**config.mk**
```make
export PLATFORM = sky130hd
export DESIGN_NAME = sw_debounce
export DESIGN_NICKNAME = d
export VERILOG_FILES = /design/src/rtl/sw_debounce.sv
export SDC_FILE = /design/constraint.sdc
export NUM_CORES = 1
export LEC_CHECK = 0
export ABC_AREA = 1
export CORE_UTILIZATION = 59
export DETAILED_ROUTE_END_ITERATION = 12
export PLACE_DENSITY_LB_ADDON = 0.2
export SETUP_SLACK_MARGIN = 0.15
export SLEW_MARGIN = 20
export SYNTH_ARGS = -nofsm -noshare
export SYNTH_HDL_FRONTEND = slang
export SYNTH_SLANG_ARGS = --single-unit
export TNS_END_PERCENT = 5
```
**constraint.sdc**
```tcl
create_clock -name i_clk -period 3.9 [get_ports i_clk]
set_input_delay 0.39 -clock i_clk [delete_from_list [all_inputs] [get_ports i_clk]]
set_output_delay 0.39 -clock i_clk [all_outputs]
set_load 0.05 [all_outputs]
```
**src/rtl/sw_debounce.sv**
```systemverilog
// Switch-bank conditioner: 2-FF synchronizer per bit followed by a tick-sampled
// stability filter, producing a clean switch word plus per-bit edge pulses.
module sw_debounce #(
  parameter int unsigned      WIDTH      = 32,
  parameter int unsigned      TICK_DIV   = 1000,
  parameter int unsigned      STABLE_CNT = 4,
  parameter logic [WIDTH-1:0] RESET_VAL  = '0
) (
  input  logic             i_clk,
  input  logic             i_rst_n,
  input  logic [WIDTH-1:0] i_sw_raw,
  output logic [WIDTH-1:0] o_io_sw,
  output logic [WIDTH-1:0] o_sw_rise,
  output logic [WIDTH-1:0] o_sw_fall,
  output logic             o_sw_changed,
  output logic             o_tick
);

  localparam int unsigned PW = (TICK_DIV > 1) ? $clog2(TICK_DIV) : 1;
  localparam int unsigned CW = $clog2(STABLE_CNT + 1);
  localparam logic [PW-1:0] PRESC_MAX = PW'(TICK_DIV - 1);
  localparam logic [CW-1:0] CNT_MAX   = CW'(STABLE_CNT - 1);

  logic [WIDTH-1:0]         sync1_q, sync2_q;
  logic [PW-1:0]            presc_q, presc_d;
  logic                     tick_c;
  logic                     tick_q;
  logic [WIDTH-1:0][CW-1:0] cnt_q, cnt_d;
  logic [WIDTH-1:0]         sw_q, sw_d;
  logic [WIDTH-1:0]         rise_q, rise_d;
  logic [WIDTH-1:0]         fall_q, fall_d;
  logic                     changed_q, changed_d;

  // Prescaler: tick fires on the last count of each TICK_DIV-cycle window.
  assign tick_c  = (presc_q == PRESC_MAX);
  assign presc_d = tick_c ? '0 : presc_q + PW'(1);

  // Per-bit stability filter; any sample matching the output restarts the count.
  always_comb begin
    cnt_d  = cnt_q;
    sw_d   = sw_q;
    rise_d = '0;
    fall_d = '0;
    if (tick_c) begin
      for (int unsigned i = 0; i < WIDTH; i++) begin
        if (sync2_q[i] == sw_q[i]) begin
          cnt_d[i] = '0;
        end else if (cnt_q[i] == CNT_MAX) begin
          sw_d[i]   = sync2_q[i];
          cnt_d[i]  = '0;
          rise_d[i] = sync2_q[i];
          fall_d[i] = ~sync2_q[i];
        end else begin
          cnt_d[i] = cnt_q[i] + CW'(1);
        end
      end
    end
    changed_d = |(rise_d | fall_d);
  end

  always_ff @(posedge i_clk or negedge i_rst_n) begin
    if (!i_rst_n) begin
      sync1_q   <= RESET_VAL;
      sync2_q   <= RESET_VAL;
      presc_q   <= '0;
      tick_q    <= 1'b0;
      cnt_q     <= '0;
      sw_q      <= RESET_VAL;
      rise_q    <= '0;
      fall_q    <= '0;
      changed_q <= 1'b0;
    end else begin
      sync1_q   <= i_sw_raw;
      sync2_q   <= sync1_q;
      presc_q   <= presc_d;
      tick_q    <= tick_c;
      cnt_q     <= cnt_d;
      sw_q      <= sw_d;
      rise_q    <= rise_d;
      fall_q    <= fall_d;
      changed_q <= changed_d;
    end
  end

  assign o_io_sw      = sw_q;
  assign o_sw_rise    = rise_q;
  assign o_sw_fall    = fall_q;
  assign o_sw_changed = changed_q;
  assign o_tick       = tick_q;

endmodule
```
==> impl_results.md <==
- Status: finished, violations left
- Failing checks: hold timing
- CTS tree: yes
- Clock Tree Root: clkbuf_16
- Std cell rows: 48
- Mapped Area: 10,400 um^2
- Crit. End Element: register
- Proportion of synthesized area in mux cells: 0%
- First-pass GRT wire length: between 30,000 and 40,000 um
- Fin crit period: about 2.8 ns
- Worst Tran Pin Value: 0.900 ns
- Netlist cell types: 27
- Sequential area share after synthesis: 64.5%
- Top cells by area, synth: dfrtp_1 64%, nand2_1 7.7%, inv_1 5.3%, nor2_1 4.2%, ha_1 4.0%
- Longest Clk Path Bufs: 3
- P per Cell Area: ~420 nW/um^2
- Post-Synthesis Cells: about 1,000
- Syn_area_per_cell: approximately 11 um^2
- Final Skew: 0.0145 ns
- Int Power: 0.00433 W
- Max_cap viols: 0
- Synth Area in XOR/XNOR: about 2.9%
- Io pins: roughly 130
- Port Buffers: 131
- Total track usage: a little under a quarter
- Dpl hpwl: 12,400 um
- Cts bufs inserted: 27
- Hold Buf Count CTS: 0
- Starting Density: 60.4%
- Final setup vio count: 0
- Sw Pwr: 0.00110 W
- Fraction of registers with async set or reset after synthesis: 100%
- Min Hold Slack: -0.0139 ns
- Synth Area in Adders: 3.97%
- Vias/cell: around 5.1
- F_max: 352 MHz
- Crit path required time: 4.29 ns
- Rel. slew slack: about two fifths
- Dominant cell by count in the synthesized netlist: dfrtp_1
- DR iter-0 viols: ~400
- Number of enable flip-flop cells after synthesis: 0
- Dpl ws: 1.15 ns
- HP Class: input pin to asynchronous set/reset pin
- Layout Nets: approximately 1,200
- LEAKAGE: 6.94 nW
- CTS H-tree depth: 1
- Layout area overhead: 23.0%
- Ant diodes: 0
- RSZ-0062 raised after global routing: false
- Ys flop type: dfrtp_1
- Compound-gate portion of the synthesized area: 7.34%
- Final WS setup: about 1.1 ns
- Final WL: 19,600 um
- Endpoints failing hold: 23
- Combinational fraction of design power: under 10%
- WP data arrival: between 3 and 4 ns
- CTS Sinks: ~270
- Largest net degree at the start of global routing: ~130
- Synth area leader: dfrtp_1
- Final Instance Count excl. Fillers: 1,375
- Synthesis Warnings: 0
- WL/cell: 14.2 um
- Clk pwr share: 45.4%
- Synth Net Count: about 1,100
- Seq pwr share: between 50% and 60%
- Yosys top cell area share: 64.5%
- Clk_lat worst skew: ~0.52 ns
- Die ar.: ~18,000 um^2
- DR pass1 iterations: 4
- Setup tns final: 0 ns
- Final Max Tran Viols: 0
- Core footprint: about 17,000 um^2
- WS Path Type: register to register
- DR vias: about 7,000
- Post-cts gate resize count: 0
- Commonest cells post-synth: 268 x dfrtp_1, 214 x nand2_1, 147 x inv_1
- Antenna violations before repair: 0
- Vias in the first global route: 7,051
- Number of setup buffers added after CTS: 0
- Peak VDD IR: about 0.3 mV
- DRC: 0
- Setup crit start kind: register
- Gp weighted congestion: 0.755
- Placed Instances: roughly 1,300
- Chip Height: 135 um
- Final period util: 72.8%
- CTS clk-pin slew, worst paths: approximately 0.060 ns
- Yosys reg bits: 268
- Max Fanout on Critical Path: 47
- Post-route ant nets: 0
- Sw Ratio: around 20%
- Share of cells above drive strength 1: around 4.6%
- Largest family of logic cells by synthesized area: simple AND/OR/NAND/NOR gates
- Synth Area in Simple Gates: between 10 and 15%
- Die width: 135 um
- Grt ovf: 0
-- routing by layer --
layer	GRT usage [%]	vias to the layer above	wire [um]
met5	0	-	0
met4	7.49	0	424
met3	3.08	34	743
met2	39.1	140	10100
met1	29.4	3425	8350
li1	-	3408	-
-- flip-flops by register name, indices dropped and copies added, names as in the netlist --
register      cells
cnt_q            96
o_io_sw          32
o_sw_changed      1
o_sw_fall        32
o_sw_rise        32
o_tick            1
presc_q          10
sync1_q          32
sync2_q          32
-- cells by family after synthesis --
logic type / after synthesis
compound gates: 108
simple gates: 376
flops: 268
buf+inv: 171
fa+ha+maj: 33
xor+xnor: 34
-- power groups by stage --
stage / registers (W) / clock network (W) / logic, W
2_1_floorplan: 0.00288 / 0 / 0.0000281
3_3_place_gp: 0.00288 / 0 / 0.000128
3_5_place_dp: 0.00289 / 0 / 0.000130
4_1_cts: 0.00284 / 0.00253 / 0.000132
5_1_grt: 0.00284 / 0.00263 / 0.000147
6_report: 0.00284 / 0.00247 / 0.000127
-- cell usage in the layout (no fill, tap or decap) --
master / synthesis / final
nor2_8: 1 / 1
clkinv_1: 1 / 1
ha_1: 33 / 33
a21boi_0: 31 / 31
o21ai_0: 7 / 7
a21boi_1: 1 / 1
clkdlybuf4s50_1: 0 / 130
nor2_4: 1 / 1
nand2_2: 2 / 2
clkinv_2: 0 / 6
clkbuf_1: 4 / 5
nand4_1: 34 / 34
nor3_1: 2 / 2
nor2_1: 117 / 117
nand2_1: 214 / 214
xor2_1: 34 / 34
bufinv_16: 0 / 2
buf_8: 0 / 1
nand3b_1: 1 / 1
buf_4: 4 / 3
a21oi_1: 5 / 5
a32o_1: 26 / 26
inv_2: 2 / 2
dfrtp_1: 268 / 268
clkinvlp_4: 0 / 1
nand2_4: 1 / 1
o21ai_1: 33 / 33
inv_1: 147 / 147
buf_12: 0 / 2
clkbuf_8: 0 / 4
clkbuf_16: 0 / 27
o31ai_1: 5 / 5
nand3_1: 3 / 3
-- critical path, stage by stage (launching register included) --
cell	delay, ns
dfrtp_1	0.36
ha_1	0.18
nand2_1	0.08
clkinv_1	0.07
nand2_2	0.08
nor2_8	0.45
nand2_4	0.38
inv_2	0.68
nand2_1	0.13
o31ai_1	0.31
-- path summary, 6_finish.rpt --
| kind | start | end | slack, ns | cells after the start |
|---|---|---|---|---|
| setup / recovery | presc_q[0]$_DFF_PN0_ | cnt_q[30]$_DFFE_PN0P_ | 1.06 | 9 |
| hold / removal | i_rst_n | sync2_q[25]$_DFF_PN0_ | -0.01 | 1 |
| setup reg to reg | presc_q[0]$_DFF_PN0_ | cnt_q[30]$_DFFE_PN0P_ | 1.06 | 9 |
| hold reg to reg | sync1_q[31]$_DFF_PN0_ | sync2_q[31]$_DFF_PN0_ | 0.34 | 0 |
| max in group asynchronous | i_rst_n | cnt_q[90]$_DFFE_PN0P_ | 2.92 | 2 |
| min in group i_clk | i_sw_raw[14] | sync1_q[14]$_DFF_PN0_ | 0.31 | 1 |
-- cell type report --
class / count / area (um^2)
sequential: 268 / 6710
fill: 1158 / 4440
multi-input combinational: 551 / 3020
timing repair buffer: 136 / 1380
clock buffer: 36 / 749
inverter: 150 / 563
tap: 225 / 282
clock inverter: 9 / 97.6
-- metrics by stage --
stage	total power [W]	hold WS, ns	instance area (um^2)	utilization [%]
2_1_floorplan	0.00291	0.0944	10400	-
3_3_place_gp	0.00301	0.331	11900	69.3
3_5_place_dp	0.00302	0.335	11900	69.3
4_1_cts	0.00550	0.0127	12800	74.2
5_1_grt	0.00562	0.0468	12800	74.2
6_report	0.00543	-0.0139	12800	74.2
No activity file was read; power rests on OpenSTA's default activity.
